[src/rtl/pwm_cmp_sequencer_pkg.sv]
// Shared types and register map for the PWM compare sequencer.
// State encoding, register addresses and the effective-step helper.
package pwm_cmp_sequencer_pkg;

    typedef enum logic [1:0] {
        ST_IDLE = 2'd0,
        ST_PEND = 2'd1,
        ST_RAMP = 2'd2
    } seq_state_t;

    localparam logic [2:0] REG_B0      = 3'd0;
    localparam logic [2:0] REG_B1      = 3'd1;
    localparam logic [2:0] REG_B2      = 3'd2;
    localparam logic [2:0] REG_COMMIT  = 3'd3;
    localparam logic [2:0] REG_STEP_LO = 3'd4;
    localparam logic [2:0] REG_STEP_HI = 3'd5;
    localparam logic [2:0] REG_CTRL    = 3'd6;
    localparam logic [2:0] REG_ABORT   = 3'd7;

    // A zero step would stall a ramp forever, so it is treated as a step of one.
    function automatic logic [15:0] eff_step(input logic [15:0] step);
        return (step == 16'd0) ? 16'd1 : step;
    endfunction

endpackage

[src/rtl/pwm_cmp_sequencer_slew_step.sv]
// One slew step of the compare value toward its target, saturating at the target.
// Purely combinational; done is set when the target is reached in this step.
module pwm_cmp_sequencer_slew_step
    import pwm_cmp_sequencer_pkg::*;
#(
    parameter int WIDTH = 20
) (
    input  logic [WIDTH-1:0] i_cur,
    input  logic [WIDTH-1:0] i_tgt,
    input  logic [15:0]      i_step,
    output logic [WIDTH-1:0] o_nxt,
    output logic             o_done
);

    logic             w_up;
    logic [WIDTH-1:0] w_diff;
    logic [WIDTH-1:0] w_step;

    always_comb begin
        w_up   = (i_tgt > i_cur);
        w_diff = w_up ? (i_tgt - i_cur) : (i_cur - i_tgt);
        w_step = {{(WIDTH-16){1'b0}}, eff_step(i_step)};
        o_done = (w_diff <= w_step);
        // Moving by a full step only when the distance exceeds it keeps both directions in range.
        if (o_done) begin
            o_nxt = i_tgt;
        end else if (w_up) begin
            o_nxt = i_cur + w_step;
        end else begin
            o_nxt = i_cur - w_step;
        end
    end

endmodule

[src/rtl/pwm_cmp_sequencer.sv]
// Owns the PWM compare value: decodes register writes into a shadow target and
// commits it at PWM period boundaries, either at once or slew-limited.
//
// state   | meaning
// --------+-------------------------------------------------------------
// IDLE    | compare value constant, nothing pending
// PEND    | commit waiting for the next period start, applied in one jump
// RAMP    | compare moves toward target by one step per period start
module pwm_cmp_sequencer
    import pwm_cmp_sequencer_pkg::*;
#(
    parameter int               WIDTH    = 20,
    parameter logic [WIDTH-1:0] CMP_RST  = 20'hA0002,
    parameter logic [WIDTH-1:0] SCR_RST  = 20'h01342,
    parameter logic [WIDTH-1:0] CMP_MAX  = 20'hFFFFF,
    parameter logic [15:0]      STEP_RST = 16'h0010
) (
    input  logic             i_clk,
    input  logic             i_rst,
    input  logic [2:0]       i_reg_addr,
    input  logic [7:0]       i_reg_data,
    input  logic             i_reg_data_valid,
    input  logic             i_period_start,
    output logic [WIDTH-1:0] o_cmp_a,
    output logic             o_cmp_update,
    output logic             o_busy
);

    seq_state_t       r_state;
    seq_state_t       w_state_nxt;
    logic [WIDTH-1:0] r_cmp;
    logic [WIDTH-1:0] w_cmp_nxt;
    logic             r_cmp_update;
    logic [WIDTH-1:0] r_scratch;
    logic [WIDTH-1:0] r_target;
    logic [15:0]      r_step;
    logic             r_ramp_en;

    logic             w_wr_commit;
    logic             w_wr_abort;
    logic [WIDTH-1:0] w_commit_tgt;
    logic [WIDTH-1:0] w_slew_nxt;
    logic             w_slew_done;

    assign w_wr_commit  = i_reg_data_valid && (i_reg_addr == REG_COMMIT);
    assign w_wr_abort   = i_reg_data_valid && (i_reg_addr == REG_ABORT);
    assign w_commit_tgt = (r_scratch > CMP_MAX) ? CMP_MAX : r_scratch;

    pwm_cmp_sequencer_slew_step #(
        .WIDTH (WIDTH)
    ) u_slew (
        .i_cur  (r_cmp),
        .i_tgt  (r_target),
        .i_step (r_step),
        .o_nxt  (w_slew_nxt),
        .o_done (w_slew_done)
    );

    // A commit or abort in the same cycle as a period start wins; the compare value
    // is left alone on that edge and the new request is served from the next period.
    always_comb begin
        w_state_nxt = r_state;
        w_cmp_nxt   = r_cmp;
        if (w_wr_commit) begin
            w_state_nxt = r_ramp_en ? ST_RAMP : ST_PEND;
        end else if (w_wr_abort) begin
            w_state_nxt = ST_IDLE;
        end else if (i_period_start) begin
            case (r_state)
                ST_PEND: begin
                    w_cmp_nxt   = r_target;
                    w_state_nxt = ST_IDLE;
                end
                ST_RAMP: begin
                    w_cmp_nxt = w_slew_nxt;
                    if (w_slew_done) begin
                        w_state_nxt = ST_IDLE;
                    end
                end
                default: begin
                    w_state_nxt = ST_IDLE;
                end
            endcase
        end
    end

    always_ff @(posedge i_clk or posedge i_rst) begin
        if (i_rst) begin
            r_state      <= ST_IDLE;
            r_cmp        <= CMP_RST;
            r_cmp_update <= 1'b0;
        end else begin
            r_state      <= w_state_nxt;
            r_cmp        <= w_cmp_nxt;
            r_cmp_update <= (w_cmp_nxt != r_cmp);
        end
    end

    always_ff @(posedge i_clk or posedge i_rst) begin
        if (i_rst) begin
            r_scratch <= SCR_RST;
            r_target  <= CMP_RST;
            r_step    <= STEP_RST;
            r_ramp_en <= 1'b0;
        end else if (i_reg_data_valid) begin
            case (i_reg_addr)
                REG_B0:      r_scratch[7:0]        <= i_reg_data;
                REG_B1:      r_scratch[15:8]       <= i_reg_data;
                REG_B2:      r_scratch[WIDTH-1:16] <= i_reg_data[WIDTH-17:0];
                REG_COMMIT:  r_target              <= w_commit_tgt;
                REG_STEP_LO: r_step[7:0]           <= i_reg_data;
                REG_STEP_HI: r_step[15:8]          <= i_reg_data;
                REG_CTRL:    r_ramp_en             <= i_reg_data[0];
                REG_ABORT:   r_target              <= r_cmp;
                default:     r_target              <= r_target;
            endcase
        end
    end

    assign o_cmp_a      = r_cmp;
    assign o_cmp_update = r_cmp_update;
    assign o_busy       = (r_state != ST_IDLE);

endmodule

[config.mk]
export PLATFORM = sky130hd
export DESIGN_NAME = pwm_cmp_sequencer
export DESIGN_NICKNAME = d
export VERILOG_FILES = /design/src/rtl/pwm_cmp_sequencer_pkg.sv /design/src/rtl/pwm_cmp_sequencer_slew_step.sv /design/src/rtl/pwm_cmp_sequencer.sv
export SDC_FILE = /design/constraint.sdc
export NUM_CORES = 1
export LEC_CHECK = 0
export BUFFER_PORTS_ARGS = -buffer_cell sky130_fd_sc_hd__buf_2
export CAP_MARGIN = 20
export CORE_MARGIN = 3
export CORE_UTILIZATION = 35
export CTS_CLUSTER_SIZE = 14
export DETAILED_ROUTE_END_ITERATION = 16
export GPL_TIMING_DRIVEN = 1
export PLACE_DENSITY = 0.51
export SLEW_MARGIN = 25
export SYNTH_ARGS = -nofsm -noshare
export SYNTH_HDL_FRONTEND = slang
export SYNTH_SLANG_ARGS = --single-unit
[constraint.sdc]
create_clock -name i_clk -period 18.75 [get_ports i_clk]
set_input_delay 5.625 -clock i_clk [delete_from_list [all_inputs] [get_ports i_clk]]
set_output_delay 5.625 -clock i_clk [all_outputs]
set_load 0.01 [all_outputs]
# After elaboration in Yosys (flattened, before gate mapping)
# Cells that the tools add are included.
[totals]
reg_bits = 80
latchBits = 0
ramBits = 0
mem_bits_ro = 0
inputBits = 15
out_inout_bits = 22
elab_cells = 59
mem_count = 0
[op_classes]
add_sub_neg = 4
multipliers = 0
div = 0
magnitude_cmp = 3
eq_ne = 11
n_shift = 0
muxes = 16
n_bitwise = 0
reduce_logical = 15
[ops]
columns = ["op", "count"]
rows = [
  ["20-bit 2-to-1 mux", 7],
  ["20-bit one-hot mux with 2 select lines", 2],
  ["20-bit subtractor", 2],
  ["20-bit by 16-bit adder with 20-bit output", 1],
  ["20-bit > comparator", 1],
  ["20-bit > comparator, second input constant", 1],
  ["20-bit by 16-bit <= comparator with 1-bit output", 1],
  ["20-bit inequality test", 1],
  ["20-bit by 16-bit subtractor with 20-bit output", 1],
  ["16-bit logical NOT", 1],
  ["16-bit 2-to-1 mux", 1],
  ["2-bit AND reduction", 8],
  ["3-bit == test, second input constant", 4],
  ["2-bit 2-to-1 mux", 6],
  ["3-bit by 2-bit == test with 1-bit output, second input constant", 2],
  ["4-bit by 3-bit inequality test with 1-bit output, second input constant", 1],
  ["2-bit nonzero test", 2],
  ["3-bit by 1-bit == test with 1-bit output, second input constant", 1],
  ["3-bit logical NOT", 1],
  ["3-bit nonzero test", 1],
  ["2-bit by 1-bit == test with 1-bit output, second input constant", 1],
  ["2-bit == test, second input constant", 1],
  ["1-bit logical AND", 2],
]

# Depth between registers and ports, before layout
[depth]
depth_word = 10
depth_mapped = 35
ltp_nobuf = 31

# Cells and area by module
# From an unflattened synthesis, not the netlist that was laid out.
[hier_totals]
cells_unflattened = 833
area_unflattened_um2 = 7352.1
[modules_own_cells]
columns = ["module", "instances", "cells_per_inst", "area_each_um2", "seq_area_each_um2"]
rows = [
  ["pwm_cmp_sequencer_slew_step", 1, 525, 3754.9, 0.0],
  ["pwm_cmp_sequencer", 1, 308, 3597.2, 2016.9],
]

# Worst setup path before layout
# Ideal clock, no wire load.
[synth_path]
path_type = "input port to flip-flop"
startpoint = "input port i_reg_addr[1]"
endpoint = "register r_cmp_update (netlist: o_cmp_update)"
setup_time_ps = 140
arrival_ps = 7575
required_time_ps = 18610
path_slack_ps = 11035
stages = 9
path_buffers = 2
path_cell_list = "clkbuf_1 > nand3_1 > nand3_1 > clkbuf_1 > a221oi_1 > o22ai_1 > or4b_1 > nor4_1 > o211ai_1"
[synth_between]
elab_chain_cells = 5
elab_cells_between_ends = 7
cone_classes = "3 x eq/ne; 2 x mux; 2 x reduce/logical"
[synth_rtl]
columns = ["element", "line", "source"]
rows = [
  ["start, declared", "pwm_cmp_sequencer.sv:20", "input logic [2:0] i_reg_addr,"],
  ["3-bit == test", "pwm_cmp_sequencer.sv:46", "assign w_wr_abort = i_reg_data_valid && (i_reg_addr == REG_ABORT);"],
  ["1-bit logical AND", "pwm_cmp_sequencer.sv:46", ""],
  ["20-bit 2-to-1 mux", "pwm_cmp_sequencer.sv:66", "end else if (w_wr_abort) begin"],
  ["20-bit 2-to-1 mux (*)", "pwm_cmp_sequencer.sv:64", "if (w_wr_commit) begin"],
  ["20-bit inequality test (*)", "pwm_cmp_sequencer.sv:95", "r_cmp_update <= (w_cmp_nxt != r_cmp);"],
  ["end signal, assigned", "pwm_cmp_sequencer.sv:95", ""],
  ["end, declared", "pwm_cmp_sequencer.sv:33", "logic r_cmp_update;"],
]
# Every way passes the cells marked *; elsewhere a longest branch is shown, timed or not.
# A chain may end at the register's enable or synchronous reset.

# Final worst setup path
[layout_path]
startpoint = "register r_cmp[1] (netlist: o_cmp_a[1])"
endpoint = "register r_cmp_update (netlist: o_cmp_update)"
[layout_between]
elab_chain_cells = 9
elab_cells_between_ends = 14
cone_classes = "4 x add/sub; 2 x order compare; 1 x eq/ne; 7 x mux"
[layout_rtl]
columns = ["element", "line", "source"]
rows = [
  ["start, declared", "pwm_cmp_sequencer.sv:31", "logic [WIDTH-1:0] r_cmp;"],
  ["start signal, assigned", "pwm_cmp_sequencer.sv:94", "r_cmp <= w_cmp_nxt;"],
  ["20-bit subtractor / 20-bit > comparator (equally long branches)", "pwm_cmp_sequencer_slew_step.sv:21, pwm_cmp_sequencer_slew_step.sv:20", ""],
  ["20-bit 2-to-1 mux", "pwm_cmp_sequencer_slew_step.sv:21", "w_diff = w_up ? (i_tgt - i_cur) : (i_cur - i_tgt);"],
  ["20-bit by 16-bit <= comparator with 1-bit output", "pwm_cmp_sequencer_slew_step.sv:23", "o_done = (w_diff <= w_step);"],
  ["20-bit 2-to-1 mux", "pwm_cmp_sequencer_slew_step.sv:25", "if (o_done) begin"],
  ["20-bit one-hot mux with 2 select lines", "pwm_cmp_sequencer.sv:69", "case (r_state)"],
  ["20-bit 2-to-1 mux", "pwm_cmp_sequencer.sv:68", "end else if (i_period_start) begin"],
  ["20-bit 2-to-1 mux", "pwm_cmp_sequencer.sv:66", ""],
  ["20-bit 2-to-1 mux", "pwm_cmp_sequencer.sv:64", ""],
  ["20-bit inequality test (*)", "pwm_cmp_sequencer.sv:95", ""],
]
# Marks and branches as above.

==> summary.md <==
| Metric | Value |
|---|---|
| Status | `finished, final reports clean` |
| WL/cell | `23.8 um` |
| Global-route usage over all layers | `23.9%` |
| Share of cells above drive strength 1 | `13.5%` |
| HP Start | `r_ramp_en` |
| Cell taking the most area after synthesis | `dfrtp_1` |
| Starting Density | `between 30% and 40%` |
| Clock insertion delay at the later pin of the skew report | `0.35 ns` |
| Reg2reg setup slack | `9.91 ns` |
| Drt via density | `5.99` |
| First-iteration detailed-routing DRC count | `617` |
| Final Cycle Share | `47.1%` |
| Total Wirelength | `roughly 29000 um` |
| Hold WS | `0.504 ns` |
| Critical Path RT | `18.96 ns` |
| Yosys cell types | `75` |
| Final Setup Violations | `0` |
| Syn Nets | `1012` |
| Worst hold path depth | `1` |
| Post-synth top flop | `dfrtp_1` |
| Diodes inserted | `0` |
| Setup repair bufs after CTS | `0` |
| First-pass GRT wire length | `43700 um` |
| Post-synth EDFFs | `0` |
| Max-Cap Viols | `0` |
| FFs w/ async S/R, synth | `100%` |
| Max_slew headroom | `27.8%` |
| Bufs and invs on worst path | `3` |
| Leading post-synthesis cells by cell area | `dfrtp_1 (22%), ha_1 (13%), mux2_2 (4.9%)` |
| Largest net degree at the start of global routing | `44` |
| Initial antenna violation count | `0` |
| Fmax | `113 MHz` |
| Die Height | `154 um` |
| Seq/Total Area, Yosys | `26.4%` |
| Root buffer cell | `clkbuf_16` |
| CTS Buf Count | `9` |
| Fin. max-slew vios | `0` |
| CTS sink cnt | `80` |
| Gates resized, CTS repair | `0` |
| Hold WC Path Type | `reg -> reg` |
| Ys Warns | `0` |
| CP peak stage delay | `0.61 ns` |
| PortBufs | `36` |
| Multi-input logic area | `5140 um2` |
| Boundary Pins | `37` |
| Hold EP | `r_state[0]` |
| Slowest CP cell | `dfstp_2` |
| Antenna viol nets, final | `0` |
| Post-synthesis cell count | `916` |
| DRT Pass-1 Iters | `7` |
| DP HPWL | `22800 um` |
| Vias in the first global route | `between 6k and 7k` |
| Core area | `between 20000 and 25000 um2` |
| Crit Path Max Fanout | `29` |
| Grt ovf | `0` |
| CP Capture Type | `flop` |
| CTS tree | `done` |
| Tmin final | `8.84 ns` |
| R2R Path End | `o_cmp_update` |
| Max Root-Sink Buffers | `2` |
| Nets | `1023` |
| Largest delay share family, worst path | `compound AO/OA/AOI/OAI gates` |
| Worst reg2reg path depth | `30` |
| Filler cell count | `2214` |
| Yosys reg bits | `80` |
| # H-tree levels | `3` |
| Synth top cells by count | `nand2_1 (80), ha_1 (78), inv_1 (74)` |
| Cts hold-fix bufs | `0` |
| FP Rows | `53` |
| Die Wd | `between 150 and 200 um` |
| RSZ-0062 raised after global routing | `no` |
| Startpoint types | `flop` |
| Clock transition at the registers of the reported paths | `0.07 ns` |
| DR vias | `roughly 7.2k` |
| Critical path class | `reg -> reg` |
| Most frequent cell after synthesis | `nand2_1` |
| Mean Syn Cell Area | `8.35 um2` |
| Final-report hold violation count | `0` |
| Die ar. | `approximately 24000 um2` |
| Area Growth Syn to Fin | `9.21%` |
| Final setup skew | `0.0113 ns` |
| Final setup TNS | `0 ns` |
| R2r startpoint | `o_cmp_a[1]` |
| # DRC | `0` |
| Worst-Margin Slew | `1.08 ns` |
| Arrival time of the worst setup path | `roughly 9.1 ns` |
| Synth top area share | `22.2%` |
| FF/Latch Area | `about 2000 um2` |
| Netlist Area Pre-Place | `approximately 7600 um2` |
| GPL Wtd Cong | `just over 0.9` |
per-layer routing:
metal	up-vias	track usage [%]	routed length, um
li1	3410	-	-
met1	3499	35.4	13600
met2	282	36.9	12900
met3	44	2.62	1490
met4	0	7.06	755
met5	-	0	0
cell type report:
class / instances / share of cell area, %
timing repair buffer: 45 / 3.12
tap: 275 / 4.12
multi-input combinational: 716 / 61.5
clock buffer: 9 / 2.70
inverter: 75 / 3.38
clock inverter: 7 / 1.00
sequential: 80 / 24.1
worst register-to-register path, delay by kind of cell, from the launching register on:
family / cells / cell delay (ns)
AO/OA/AOI/OAI: 17 / 4.31
XOR/XNOR: 1 / 0.21
adder cells (fa/ha/maj): 2 / 0.81
buffers and inverters: 3 / 0.94
flip-flops: 1 / 0.61
multiplexers: 1 / 0.42
AND/OR/NAND/NOR: 6 / 1.39
how the worst max path moves through the flow:
stage                   from            to  slack, ns  cells past startpoint
6_report          o_cmp_a[1]  o_cmp_update       9.91                     30
5_1_grt          o_cmp_a[15]  o_cmp_update       9.33                     30
4_1_cts           o_cmp_a[1]  o_cmp_update      10.11                     30
3_5_place_dp      o_cmp_a[1]  o_cmp_update      10.16                     30
3_3_place_gp     o_cmp_a[17]  o_cmp_update      10.27                     30
2_1_floorplan  i_reg_addr[1]  o_cmp_update      11.04                      9
flip-flops by register name, summed over array words and instances, names as in the netlist:
| register | flops |
|---|---|
| r_step | 16 |
| r_target | 20 |
| r_scratch | 20 |
| o_cmp_update | 1 |
| r_ramp_en | 1 |
| r_state | 2 |
| o_cmp_a | 20 |
cell usage in the layout, fill, tap and decap left out, types with 6 or more instances in the layout:
cell | netlist | final
o21ai_0 | 67 | 67
a221oi_1 | 10 | 10
a21o_1 | 23 | 23
o21a_1 | 12 | 12
buf_2 | 10 | 36
dfstp_2 | 12 | 12
mux2i_1 | 8 | 8
a221o_1 | 8 | 8
nor3_1 | 11 | 11
o211ai_1 | 8 | 8
nor2b_1 | 6 | 6
nor4_1 | 6 | 6
a22oi_1 | 9 | 9
mux2_2 | 33 | 33
dfrtp_1 | 68 | 68
clkbuf_16 | 0 | 9
inv_1 | 74 | 73
ha_1 | 78 | 78
o22ai_1 | 25 | 25
a21oi_1 | 73 | 73
xnor2_1 | 40 | 40
a31oi_1 | 11 | 11
nor2_1 | 58 | 57
buf_4 | 3 | 8
a21boi_0 | 6 | 6
nand2_1 | 80 | 80
nand4_1 | 15 | 15
nand3_1 | 17 | 17
and2_1 | 7 | 7
through the flow:
step                cells  area (um2)  worst slack (ns)  util [%]
global route         1207        8350              9.33      39.4
CTS                  1207        8350             10.11      39.3
finish               1207        8350              9.91      39.4
detailed placement   1191        8040             10.16      37.9
floorplan             916        7650             11.04         -
global placement     1190        8020             10.27      37.8
cells by family (layout without fill, tap and decap cells):
family,after synthesis,after routing,synth area share [%]
adder cells (fa/ha/maj),81,81,13.5
AND/OR/NAND/NOR,231,231,14.4
multiplexers,43,43,6.49
flip-flops,80,80,26.4
buffers and inverters,120,136,6.59
AO/OA/AOI/OAI,316,316,27.5
XOR/XNOR,45,45,5.15
Power is not shown: default switching activity piles up to over one toggle a cycle in this logic, so the estimate is an artifact.
